==> src/rtl/range_frame_sender.sv <==
// Purpose : buffers up to DEPTH host samples, then plays them out as one go/.../finish frame
//           and reports the consumer's range/error response back to the host.
// Latency : go with sample 0 two edges after start is sampled; result_valid one cycle after finish.
// Backpressure: load_ready drops while a frame is in flight or the buffer is full; writes
//           and start requests outside IDLE are dropped, never queued.
//
// Ports:
//   clock, reset_n                       rising-edge clock, async active-low reset
//   load_data/load_valid/load_ready      host sample write (valid/ready)
//   start, busy                          frame request (IDLE only), in-flight indicator
//   data_out, go, finish                 registered stream to the consumer
//   range_in, error_in                   consumer response
//   range_q, error_seen, result_valid    captured response, pulsed once per frame
//   count                                samples currently buffered
module range_frame_sender #(
  parameter int WIDTH = 16,
  parameter int DEPTH = 16
) (
  input  logic                     clock,
  input  logic                     reset_n,
  input  logic [WIDTH-1:0]         load_data,
  input  logic                     load_valid,
  output logic                     load_ready,
  input  logic                     start,
  output logic                     busy,
  output logic [WIDTH-1:0]         data_out,
  output logic                     go,
  output logic                     finish,
  input  logic [WIDTH-1:0]         range_in,
  input  logic                     error_in,
  output logic [WIDTH-1:0]         range_q,
  output logic                     error_seen,
  output logic                     result_valid,
  output logic [$clog2(DEPTH):0]   count
);

  localparam int AW = $clog2(DEPTH);
  localparam int CW = AW + 1;

  // Each state name matches what the registered stream outputs show while in it.
  // LOAD is the one-cycle launch slot between accepting start and presenting go.
  typedef enum logic [2:0] {
    S_IDLE,
    S_LOAD,
    S_FIRST,
    S_STREAM,
    S_FIN,
    S_GAP
  } state_t;

  state_t           state;
  logic [WIDTH-1:0] mem [DEPTH];
  logic [AW-1:0]    wr_ptr;
  logic [AW-1:0]    rd_ptr;
  logic [CW-1:0]    frame_left;   // samples still to pop after the current one
  logic             wr_en;
  logic             pop;

  assign busy       = (state != S_IDLE);
  assign load_ready = (state == S_IDLE) && (count < CW'(DEPTH));
  assign wr_en      = load_valid && load_ready;

  // A pop happens on the edge that presents a sample: leaving LOAD presents sample 0,
  // leaving FIRST/STREAM presents the next one while any remain.
  assign pop = (state == S_LOAD) ||
               (((state == S_FIRST) || (state == S_STREAM)) && (frame_left != '0));

  // Sample storage carries no reset; validity is tracked by the pointers and count.
  always_ff @(posedge clock) begin
    if (wr_en) begin
      mem[wr_ptr] <= load_data;
    end
  end

  always_ff @(posedge clock or negedge reset_n) begin
    if (!reset_n) begin
      state        <= S_IDLE;
      wr_ptr       <= '0;
      rd_ptr       <= '0;
      count        <= '0;
      frame_left   <= '0;
      data_out     <= '0;
      go           <= 1'b0;
      finish       <= 1'b0;
      range_q      <= '0;
      error_seen   <= 1'b0;
      result_valid <= 1'b0;
    end else begin
      go           <= 1'b0;
      finish       <= 1'b0;
      result_valid <= 1'b0;
      data_out     <= '0;

      if (wr_en) begin
        wr_ptr <= wr_ptr + AW'(1);
      end
      if (pop) begin
        rd_ptr   <= rd_ptr + AW'(1);
        data_out <= mem[rd_ptr];
      end
      // Writes are IDLE-only and pops are busy-only, so they never coincide.
      if (wr_en && !pop) begin
        count <= count + CW'(1);
      end else if (pop && !wr_en) begin
        count <= count - CW'(1);
      end

      case (state)
        S_IDLE: begin
          // Frame length is the occupancy before any same-cycle write.
          if (start && (count != '0)) begin
            state      <= S_LOAD;
            frame_left <= count;
          end
        end
        S_LOAD: begin
          state      <= S_FIRST;
          go         <= 1'b1;
          frame_left <= frame_left - CW'(1);
          error_seen <= 1'b0;
        end
        S_FIRST, S_STREAM: begin
          error_seen <= error_seen | error_in;
          if (frame_left == '0) begin
            state  <= S_FIN;
            finish <= 1'b1;
          end else begin
            state      <= S_STREAM;
            frame_left <= frame_left - CW'(1);
          end
        end
        S_FIN: begin
          state        <= S_GAP;
          result_valid <= 1'b1;
          range_q      <= range_in;
          error_seen   <= error_seen | error_in;
        end
        S_GAP: begin
          // Guaranteed quiet cycle so the consumer can leave its finish state.
          state <= S_IDLE;
        end
        default: begin
          state <= S_IDLE;
        end
      endcase
    end
  end

endmodule
==> config.mk <==
export PLATFORM = sky130hd
export DESIGN_NAME = range_frame_sender
export DESIGN_NICKNAME = d
export VERILOG_FILES = /design/src/rtl/range_frame_sender.sv
export SDC_FILE = /design/constraint.sdc
export NUM_CORES = 1
export LEC_CHECK = 0
export CAP_MARGIN = 10
export CORE_UTILIZATION = 60
export CTS_CLUSTER_SIZE = 14
export DETAILED_ROUTE_END_ITERATION = 10
export GPL_ROUTABILITY_DRIVEN = 0
export PLACE_DENSITY = 0.81
export SKIP_LAST_GASP = 1
export SLEW_MARGIN = 40
export SYNTH_ARGS = -nofsm -noshare
export SYNTH_HDL_FRONTEND = slang
export SYNTH_SLANG_ARGS = --single-unit
==> constraint.sdc <==
create_clock -name clock -period 8 [get_ports clock]
set_input_delay 2.4 -clock clock [delete_from_list [all_inputs] [get_ports clock]]
set_output_delay 2.4 -clock clock [all_outputs]
set_load 0.01 [all_outputs]
### Word level (Yosys, flattened, before mapping)

Memory sizes are Yosys's and may differ from the RTL's.
Index checks and enable logic that the tools add are counted.

| operators by class | value |
|---|---|
| add/subtract/negate cells | 5 |
| magnitude comparators | 1 |
| eq/ne operators | 6 |
| multiplexer cells | 16 |
| bitwise operators | 1 |
| reductions and logical operators | 21 |

Operators by type and width:

| cell | number |
|---|---|
| $mux 5 | 4 |
| $mux 16 | 1 |
| $pmux 5 s3 | 1 |
| $pmux 3 s4 | 1 |
| $reduce_bool 5->1 | 2 |
| $sub 5x1->5 const B | 2 |
| $add 4x1->4 const B | 2 |
| $eq 3x2->1 const B | 2 |
| $logic_and 1x1->1 | 6 |
| $mux 1 | 6 |
| $mux 3 | 2 |
| $reduce_bool 3->1 | 2 |
| $add 5x1->5 const B | 1 |
| $logic_not 5->1 | 1 |
| $lt 5x5->1 const B | 1 |
| $reduce_bool 2->1 | 2 |
| $eq 3x1->1 const B | 1 |
| $eq 3x3->1 const B | 1 |
| $logic_not 3->1 | 1 |
| $reduce_and 3->1 | 1 |
| $reduce_or 3->1 | 1 |
| $logic_not 1->1 | 2 |
| $logic_or 1x1->1 | 2 |
| $ne 2x1->1 const B | 1 |
| other kinds (4) | 4 |

| word-level totals | value |
|---|---|
| register bits | 57 |
| bits in writable memories | 256 |
| bits of input ports | 37 |
| output and inout port bits | 43 |
| logic and storage cells | 62 |
| memories kept | 1 |

Memories:

| name | words | bits a word | rd ports | clocked after Yosys merged registers in | write ports | line | text |
|---|---|---|---|---|---|---|---|
| mem | 16 | 16 | 1 | 0 | 1 | 52 | `logic [WIDTH-1:0] mem [DEPTH];` |

### Longest topological paths before layout

Gate-level depths: netlist of run 1.

| logic depth | value |
|---|---|
| depth after elaboration | 7 |
| depth in mapped cells | 14 |
| depth with buffers taken out | 13 |

### Worst setup path before layout of run 1

No wires, ideal clock.

| path | value |
|---|---|
| kind | input-to-reg |
| from | input load_valid |
| to | memory mem[3][0] (enable) |
| setup time | 0.430 ns |
| arrival | 4.056 ns |
| required time | 7.570 ns |
| setup slack | 3.513 ns |
| stages | 2 |
| buffers on the path | 0 |
| cells stage by stage | nand2_4 -> nor4_1 |

| on the way | value |
|---|---|
| word-level cells in the longest chain between the ends | 3 |

RTL lines:

| what | line | text |
|---|---|---|
| start: declaration | 22 | `input logic load_valid,` |
| $logic_and 1x1->1 | 61 | `assign wr_en = load_valid && load_ready;` |
| $mux 1 | 70 | `if (wr_en) begin` |
| $mux 1 (not written as such) | 71 | `mem[wr_ptr] <= load_data;` |
| end: declaration | 52 |  |

No other way between the ends.

### Worst setup path after layout of run 1

| path | value |
|---|---|
| from | register state[1] |
| to | output load_ready |

| on the way | value |
|---|---|
| word-level cells in the longest chain between the ends | 2 |

RTL lines:

| what | line | text |
|---|---|---|
| start: declaration | 51 | `state_t state;` |
| start signal: assignment | 77 | `state <= S_IDLE;` |
| start signal: assignment | 112 | `state <= S_LOAD;` |
| start signal: assignment | 117 | `state <= S_FIRST;` |
| $logic_not 3->1 | 60 | `assign load_ready = (state == S_IDLE) && (count < CW'(DEPTH));` |
| $logic_and 1x1->1 | 60 |  |
| end: declaration | 23 | `output logic load_ready,` |

No other way between the ends.

==> metrics.md, run 1 <==
| Metric | Value |
|---|---|
| Hold Path Stages | `1` |
| Latest clock arrival within the worst-skew pair | `0.56 ns` |
| Startpoint Class | `register` |
| Worst slew pin tran | `0.843 ns` |
| Fill cell count | `1159` |
| Peak VDD IR | `0.226 mV` |
| Worst hold start | `range_q[14]` |
| Routed len/inst | `25.6 um` |
| Largest net degree at the start of global routing | `58` |
| Post-synth EDFFs | `256` |
| CTS Buf Count | `30` |
| Max Clk Rate | `218 MHz` |
| Synth Flop Type | `edfxtp_1` |
| Final setup viols | `0` |
| Final wirelength | `25200 um` |
| Post-synthesis async set-or-reset flop share | `18.2%` |
| Number of port buffers | `79` |
| Synth unique cells | `50` |
| Seq cells post-synth | `313` |
| Detail Route Antenna Nets | `0` |
| Slowest-stage cell, CP | `clkdlybuf4s50_1` |
| R2R setup slack | `4.48 ns` |
| Avg Inst Size Synth | `20.1 um2` |
| I/O pin count | `80` |
| Status | `finished clean` |
| Power density cells | `343 nW/um2` |
| Worst flop-to-flop path startpoint | `frame_left[0]` |
| Min cycle time layout | `4.59 ns` |
| # diodes | `0` |
| Sequential cell area fraction in the yosys report | `75.2%` |
| Residual DRC | `0` |
| Gr ovfl total | `0` |
| TritonCTS clock tree | `done` |
| Arrival @ worst endpoint | `2.19 ns` |
| Initial antenna violation count | `0` |
| Crit end category | `primary output` |
| Syn_nets | `652` |
| Hold-fix buffers at CTS | `0` |
| Share of layout cells above drive strength 1 | `22.9%` |
| Clock Sinks | `313` |
| Initial DRC Count | `507` |
| Clk buf depth | `3` |
| First-pass GRT wire length | `38100 um` |
| Hold slack final | `0.506 ns` |
| Gr usage total | `25.9%` |
| Worst-path clk slew | `0.07 ns` |
| CORE AREA | `19700 um2` |
| Final period util | `57.4%` |
| Die area | `20800 um2` |
| Die width | `144 um` |
| Worst setup margin | `3.41 ns` |
| Htree depth | `1` |
| MaxCap Viol Count | `0` |
| Row cnt | `51` |
| Post-CTS Setup Repair Bufs | `0` |
| Setup TNS | `0 ns` |
| Dpl ws | `3.30 ns` |
| Initial core utilization | `61.7%` |
| Cell depth of the worst flop-to-flop path | `13` |
| Mapped Cells | `602` |
| Critical path peak fanout | `8` |
| Crit-path max cell delay | `0.55 ns` |
| Nets | `749` |
| Post-CTS Resized | `0` |
| Total number of vias | `6164` |
| Leak | `0.00481 uW` |
| Multi-input gate area | `2820 um2` |
| Synth Warn # | `0` |
| Syn Std Cell Area | `12100 um2` |
| Worst Skew | `0.0163 ns` |
| Crit path kind | `register to primary output` |
| DR pass1 iterations | `5` |
| Critical Path RT | `5.60 ns` |
| P&R area growth vs syn | `17.8%` |
| RR Endpoint | `count[4]` |
| Register area | `9120 um2` |
| Hold EP | `range_q[14]` |
| Die H | `144 um` |
| RSZ-0062 raised after global routing | `no` |
| Final Slew Violations | `0` |
| Clock root buffer | `clkbuf_16` |
| Vias in the first global route | `6416` |
| CP Cell Sequence | `or3_4 -> nor2_4 -> clkdlybuf4s50_1` |
| Worst slew margin | `43.6%` |
| Routed vias/inst | `6.25` |
| DPL Wire Length | `14800 um` |
| Final Hold Viols | `0` |
| Worst hold path type | `register to register` |
==> worst max-delay path, delay by kind of cell, from the launching register on <==
kind	cells	cell delay, ns
AND/OR/NAND/NOR	2	0.57
flip-flops	1	0.50
buffers and inverters	1	0.55
==> how the worst max path moves through the flow <==
stage | end | start | slack [ns] | depth (start not counted)
after global placement | count[4] | load_valid | 3.44 | 10
final | load_ready | state[1] | 3.41 | 3
after floorplan | mem[3][0] | load_valid | 3.51 | 2
after detailed placement | count[4] | load_valid | 3.30 | 10
after CTS | load_ready | state[1] | 3.40 | 3
after global routing | load_ready | state[2] | 3.35 | 3
==> metrics by stage <==
stage	std cells	utilization (%)	total power (uW)	instance area [um2]
detailed placement	932	67.4	3430	13200
global route	986	72.7	5110	14300
global placement	931	67.3	3370	13200
floorplan	602	-	2960	12100
finish	986	72.7	4900	14300
CTS	986	72.6	4920	14300
==> flip-flops by register name, indices dropped and copies added, names as in the netlist <==
signal and flops:
mem 256, data_out 16, range_q 16, count 5
frame_left 5, rd_ptr 4, wr_ptr 4, state 3
error_seen 1, finish 1, go 1, result_valid 1
==> cells in the final DEF (no fill, tap or decap), types with 6 or more instances in the layout <==
cell type	netlist	final
clkbuf_1	8	10
nand2_1	13	13
inv_1	13	13
bufinv_16	0	6
clkdlybuf4s50_1	0	78
buf_4	6	14
a22oi_1	32	32
nor2_1	11	10
clkbuf_16	0	31
edfxtp_1	256	256
mux4_2	64	64
ha_1	12	12
o21ai_0	11	11
dfrtp_1	57	55
mux2_2	16	16
a21oi_1	25	25
xnor2_1	9	9
==> cells in the mapped netlist, drive strengths merged (2+ instances only) <==
| master | instances | share of area [%] |
|---|---|---|
| edfxtp | 256 | 63 |
| mux4 | 64 | 12 |
| dfrtp | 57 | 12 |
| a22oi | 32 | 2.0 |
| a21oi | 25 | 1.0 |
| buf | 22 | 1.2 |
| mux2 | 16 | 1.5 |
| inv | 15 | 0.51 |
| nand2 | 15 | 0.55 |
| nor2 | 13 | 0.49 |
| o21ai | 13 | 0.54 |
| ha | 12 | 1.2 |
| xnor2 | 9 | 0.65 |
| clkbuf | 8 | 0.25 |
| and2 | 6 | 0.31 |
| nor3 | 6 | 0.25 |
| nor3b | 5 | 0.40 |
| nor4 | 5 | 0.26 |
| nand3 | 2 | 0.12 |
| nand4 | 2 | 0.15 |
| nor2b | 2 | 0.10 |
| o22ai | 2 | 0.10 |
| or2 | 2 | 0.10 |
==> cell families after synthesis <==
| group | count (synthesis) | share of synthesized area [%] |
|---|---|---|
| flops | 313 | 75.2 |
| mux | 81 | 13.5 |
| compound gates | 76 | 4.03 |
| simple gates | 64 | 3.21 |
| buf+inv | 45 | 1.96 |
| fa+ha+maj | 13 | 1.40 |
| xor+xnor | 10 | 0.723 |
==> final cells by class <==
cell class,count,share of cell area (%)
Sequential cell,313,63.9
Multi-Input combinational cell,244,19.7
Timing Repair Buffer,95,6.46
Clock buffer,41,5.70
Tap cell,265,2.32
Clock inverter,13,1.47
Inverter,15,0.429
==> routing by layer <==
layer | routed length, um | GRT usage (%)
met4 | 737 | 9.74
met1 | 9560 | 34.1
met5 | 0 | 0
met2 | 12600 | 42.7
met3 | 2290 | 5.86
==> power breakdown <==
part | switching, uW | internal (uW) | total, uW
Clock | 579 | 899 | 1480
Combinational | 639 | 675 | 1310
Sequential | 203 | 1910 | 2110
No activity file was read; power rests on OpenSTA's default activity.
==> inputs of run 2 (changes only) <==
--- a/config.mk
+++ b/config.mk
@@ -6,11 +6,11 @@
 export NUM_CORES = 1
 export LEC_CHECK = 0
 export CAP_MARGIN = 10
-export CORE_UTILIZATION = 60
+export CORE_UTILIZATION = 59
 export CTS_CLUSTER_SIZE = 14
 export DETAILED_ROUTE_END_ITERATION = 10
 export GPL_ROUTABILITY_DRIVEN = 0
-export PLACE_DENSITY = 0.81
+export PLACE_DENSITY = 0.8
 export SKIP_LAST_GASP = 1
 export SLEW_MARGIN = 40
 export SYNTH_ARGS = -nofsm -noshare
==> constraint.sdc (replaced) <==
create_clock -name clock -period 4.8 [get_ports clock]
set_input_delay 1.44 -clock clock [delete_from_list [all_inputs] [get_ports clock]]
set_output_delay 1.44 -clock clock [all_outputs]
set_load 0.01 [all_outputs]
==> metrics.md, run 2 (synthesized netlist as in run 1, its figures left out) <==
| Metric | Value |
|---|---|
| Worst hold path type | `register to register` |
| Worst Skew | `0.0173 ns` |
| DPL Wire Length | `15000 um` |
| Post-CTS Setup Repair Bufs | `0` |
| Arrival @ worst endpoint | `2.15 ns` |
| Power density cells | `559 nW/um2` |
| Die width | `145 um` |
| RR Endpoint | `count[4]` |
| Crit path kind | `register to primary output` |
| Finished Cell Area | `14200 um2` |
| Startpoint Class | `register` |
| Gr ovfl total | `0` |
| Htree depth | `1` |
| Initial core utilization | `60.1%` |
| Initial DRC Count | `650` |
| Setup TNS | `0 ns` |
| Hold-fix buffers at CTS | `0` |
| Routed vias/inst | `6.20` |
| Initial antenna violation count | `1` |
| Post-CTS Resized | `0` |
| Critical path peak fanout | `8` |
| Critical Path RT | `3.36 ns` |
| Largest net degree at the start of global routing | `40` |
| DR pass1 iterations | `5` |
| Die H | `145 um` |
| CTS Buf Count | `30` |
| Residual DRC | `0` |
| Routed len/inst | `25.2 um` |
| Clock root buffer | `clkbuf_16` |
| Worst setup margin | `1.21 ns` |
| I/O pin count | `80` |
| CP Launch Point | `state[1]` |
| Number of port buffers | `79` |
| Final period util | `74.7%` |
| Biggest regs | `mem: 256 flops, data_out: 16 flops, range_q: 16 flops` |
| Worst-path clk slew | `0.06 ns` |
| Max Clk Rate | `279 MHz` |
| # diodes | `0` |
| Worst flop-to-flop path startpoint | `frame_left[0]` |
| TritonCTS clock tree | `done` |
| Nets | `754` |
| P&R area growth vs syn | `17.6%` |
| Row cnt | `52` |
| Share of layout cells above drive strength 1 | `23.4%` |
| Total number of vias | `6184` |
| Most frequent cells in the layout | `edfxtp_1 (256), clkdlybuf4s50_1 (78), mux4_2 (64), dfrtp_1 (55), a22oi_1 (32)` |
| RSZ-0062 raised after global routing | `no` |
| First-pass GRT wire length | `39200 um` |
| Final Hold Viols | `0` |
| Tot Pwr | `7960 uW` |
| Most common cell after layout, fill and taps aside | `edfxtp_1` |
| Worst slew margin | `42.4%` |
| Biggest register | `mem` |
| CORE AREA | `20200 um2` |
| Final wirelength | `25100 um` |
| Die area | `21100 um2` |
| Clk buf depth | `3` |
| Clock Sinks | `313` |
| Final setup viols | `0` |
| Crit path to | `load_ready` |
| Dpl ws | `1.15 ns` |
| Detail Route Antenna Nets | `0` |
| Gr usage total | `24.9%` |
| Status | `finished clean` |
| R2R setup slack | `1.43 ns` |
| Min cycle time layout | `3.59 ns` |
| Worst slew pin tran | `0.864 ns` |
| Cell depth of the worst flop-to-flop path | `13` |
| Leak | `0.00481 uW` |
| MaxCap Viol Count | `0` |
| Peak VDD IR | `0.351 mV` |
| Final Slew Violations | `0` |
| Largest register FFs | `256` |
| DP Area | `13300 um2` |
| Crit end category | `primary output` |
| Vias in the first global route | `6498` |
| Latest clock arrival within the worst-skew pair | `0.56 ns` |
-- run 2: changes by cell type in the layout (fill, tap and decap cells not counted), sizes merged --
cell      change
buf           +5
bufinv        -4
clkbuf        -5
clkinv       +11
clkinvlp      -1
-- run 2: per-layer routing --
layer  track usage [%]  wire [um]  vias to the layer above
met5                 0          8                        -
met1              34.1       9900                     3198
met3              5.57       2030                       64
met2              40.3      12400                      296
li1                  -          -                     2624
met4              8.42        727                        2
-- run 2: report_power, final --
group	switching [uW]	internal, uW
sequential	279	3180
combinational	1130	1160
clock	962	1250
-- run 2: worst min path at each step --
stage                     depth (start not counted)     startpoint  slack, ns       endpoint
after global routing                              1     range_q[9]       0.53     range_q[9]
final                                             1     range_q[3]       0.51     range_q[3]
after detailed placement                          1     range_q[5]       0.49     range_q[5]
after global placement                            1     range_q[4]       0.49     range_q[4]
after floorplan                                   2  frame_left[1]       0.47  frame_left[1]
after CTS                                         1     range_q[5]       0.51     range_q[5]
-- run 2: final cells by class --
class	instances	area, um2
clock buffer	36	773
multi-input combinational	244	2820
tap	270	338
timing repair buffer	100	985
sequential	313	9120
fill	1211	5920
inverter	15	61.3
clock inverter	19	146
-- run 2: metrics by stage --
stage	cells	hold slack, ns	utilization (%)
after detailed placement	941	0.495	66.0
final	997	0.506	70.6
after CTS	996	0.508	70.5
after global placement	938	0.489	65.7
after floorplan	602	0.471	-
after global routing	997	0.529	70.6
-- run 2: worst max-delay path: stages, from the launching register on --
cell and delay [ns]:
dfrtp_1 0.48, or3_4 0.44, nor2_4 0.13, clkdlybuf4s50_1 0.55
==> inputs of run 3 (changes only) <==
--- a/config.mk
+++ b/config.mk
@@ -6,11 +6,11 @@
 export NUM_CORES = 1
 export LEC_CHECK = 0
 export CAP_MARGIN = 10
-export CORE_UTILIZATION = 59
+export CORE_UTILIZATION = 53
 export CTS_CLUSTER_SIZE = 14
 export DETAILED_ROUTE_END_ITERATION = 10
 export GPL_ROUTABILITY_DRIVEN = 0
-export PLACE_DENSITY = 0.8
+export PLACE_DENSITY = 0.76
 export SKIP_LAST_GASP = 1
 export SLEW_MARGIN = 40
 export SYNTH_ARGS = -nofsm -noshare
==> constraint.sdc (replaced) <==
create_clock -name clock -period 3.2 [get_ports clock]
set_input_delay 0.96 -clock clock [delete_from_list [all_inputs] [get_ports clock]]
set_output_delay 0.96 -clock clock [all_outputs]
set_load 0.01 [all_outputs]
==> metrics.md, run 3 (synthesized netlist as in run 1, its figures left out) <==
| Metric | Value |
|---|---|
| Status | `finished clean` |
| Worst Skew | `0.0149 ns` |
| Min cycle time layout | `3.10 ns` |
| Peak VDD IR | `0.609 mV` |
| First-pass GRT wire length | `38200 um` |
| Gr usage total | `21.9%` |
| Initial antenna violation count | `3` |
| Largest net degree at the start of global routing | `67` |
| Number of port buffers | `79` |
| Largest register FFs | `256` |
| Hold slack final | `0.448 ns` |
| Critical Path RT | `2.24 ns` |
| RSZ-0062 raised after global routing | `no` |
| MaxCap Viol Count | `0` |
| Fill cell count | `1412` |
| Tot Pwr | `12000 uW` |
| Crit-path max cell delay | `0.55 ns` |
| Clock power frac | `28.4%` |
| Post-CTS Setup Repair Bufs | `0` |
| P&R area growth vs syn | `18.4%` |
| I/O pin count | `80` |
| Final wirelength | `24900 um` |
| Pint | `8510 uW` |
| Row cnt | `54` |
| Crit end category | `primary output` |
| Part of the power in registers | `43.0%` |
| Initial core utilization | `54.8%` |
| Hold-fix buffers at CTS | `0` |
| Total number of vias | `6117` |
| Final period util | `96.9%` |
| Htree depth | `1` |
| Most frequent cells in the layout | `edfxtp_1 (256), clkdlybuf4s50_1 (78), mux4_2 (64), dfrtp_1 (55), a22oi_1 (32)` |
| Clk buf depth | `3` |
| Die H | `153 um` |
| DP Area | `13400 um2` |
| TritonCTS clock tree | `done` |
| Leak | `0.00486 uW` |
| Startpoint Class | `register` |
| Crit path buf inv count | `1` |
| Psw | `3470 uW` |
| Final setup viols | `0` |
| Gr ovfl total | `0` |
| Switching Share | `29.0%` |
| Max Clk Rate | `323 MHz` |
| Residual DRC | `0` |
| Share of layout cells above drive strength 1 | `23.8%` |
| CTS Buf Count | `30` |
| Power share of the combinational group | `28.6%` |
| Detail Route Antenna Nets | `0` |
| Clock Sinks | `313` |
| Worst-path clk slew | `0.06 ns` |
| Biggest register | `mem` |
| CP top delay family | `simple AND/OR/NAND/NOR gates` |
| Clock root buffer | `clkbuf_16` |
| Worst hold path type | `primary input to asynchronous set/reset pin` |
| DR pass1 iterations | `5` |
| Die width | `153 um` |
| Worst slew margin | `43.9%` |
| Vias in the first global route | `6416` |
| Crit path to | `load_ready` |
| WP depth | `3` |
| DPL Wire Length | `14800 um` |
| Worst slew pin tran | `0.839 ns` |
| Slowest-stage cell, CP | `clkdlybuf4s50_1` |
| Arrival @ worst endpoint | `2.14 ns` |
| CP Cell Sequence | `or3_4 -> nor2_4 -> clkdlybuf4s50_1` |
| Die area | `23500 um2` |
| Critical path peak fanout | `8` |
| Most common cell after layout, fill and taps aside | `edfxtp_1` |
| Initial DRC Count | `643` |
| CP Launch Point | `state[1]` |
| Crit path kind | `register to primary output` |
| Cell depth of the worst flop-to-flop path | `13` |
| Routed vias/inst | `6.02` |
| Post-CTS Resized | `0` |
| CORE AREA | `22100 um2` |
| Setup TNS | `0 ns` |
| R2R setup slack | `0.21 ns` |
| Biggest regs | `mem: 256 flops, data_out: 16 flops, range_q: 16 flops` |
| Worst flop-to-flop path startpoint | `frame_left[0]` |
| Finished Cell Area | `14400 um2` |
| Nets | `761` |
| Fin util | `65.0%` |
| Final Hold Viols | `0` |
| Power density cells | `835 nW/um2` |
| Final Slew Violations | `0` |
| RR Endpoint | `count[4]` |
| Latest clock arrival within the worst-skew pair | `0.56 ns` |
| Routed len/inst | `24.5 um` |
-- run 3: cell types whose count changed in the layout (fill, tap and decap cells not counted), sizes merged --
cell | previous run | this run
buf | 22 | 29
diode | 0 | 1
clkinv | 17 | 7
clkbuf | 36 | 47
-- run 3: area by class of cell --
type                            instances  area [um2]  share of cell area (%)
Antenna cell                            1        2.50                  0.0174
Inverter                               15        61.3                   0.427
Tap cell                              280         350                    2.44
Sequential cell                       313        9120                    63.5
Timing Repair Buffer                  107        1050                    7.29
Clock inverter                          9         104                   0.724
Multi-Input combinational cell        244        2810                    19.6
Clock buffer                           47         855                    5.96
-- run 3: per-layer routing --
layer  global-route usage, %  share of wire (%)  up-vias  wire, um
met5                       0               0.12        -        31
met4                    5.24                1.8        4       446
met3                    4.25                7.3       42      1810
met2                    37.5                 51      263     12600
met1                    29.2                 40     3163      9940
li1                        -                  -     2645         -
-- run 3: power groups by stage --
| stage | clock network (uW) | registers [uW] | logic, uW |
|---|---|---|---|
| final | 3400 | 5150 | 3420 |
| after global routing | 3610 | 5210 | 3690 |
| after CTS | 3440 | 5160 | 3450 |
| after detailed placement | 0 | 5240 | 3410 |
| after global placement | 0 | 5210 | 3320 |
| after floorplan | 0 | 5150 | 2250 |
-- run 3: how the worst min path moves through the flow --
stage,end,slack [ns],cells after the start
after floorplan,frame_left[1],0.47,2
after global placement,range_q[3],0.49,1
after detailed placement,range_q[4],0.50,1
after CTS,error_seen,0.46,1
after global routing,state[0],0.50,1
final,error_seen,0.45,1
-- run 3: metrics by stage --
stage | setup WS (ns) | instances
2_1_floorplan | 0.0331 | 602
6_report | 0.101 | 1016
3_3_place_gp | 0.127 | 959
5_1_grt | 0.0328 | 1015
3_5_place_dp | 0.0608 | 959
4_1_cts | 0.0760 | 1015
-- run 3: worst reg2reg max path: stages, from the launching register on --
cell	delay [ns]
dfrtp_1	0.41
inv_1	0.10
ha_1	0.20
nor4b_2	0.16
a21oi_1	0.38
and2b_4	0.26
inv_2	0.05
ha_1	0.22
inv_1	0.16
ha_1	0.27
a21o_1	0.18
a21oi_1	0.16
mux2i_1	0.23
xnor2_1	0.13
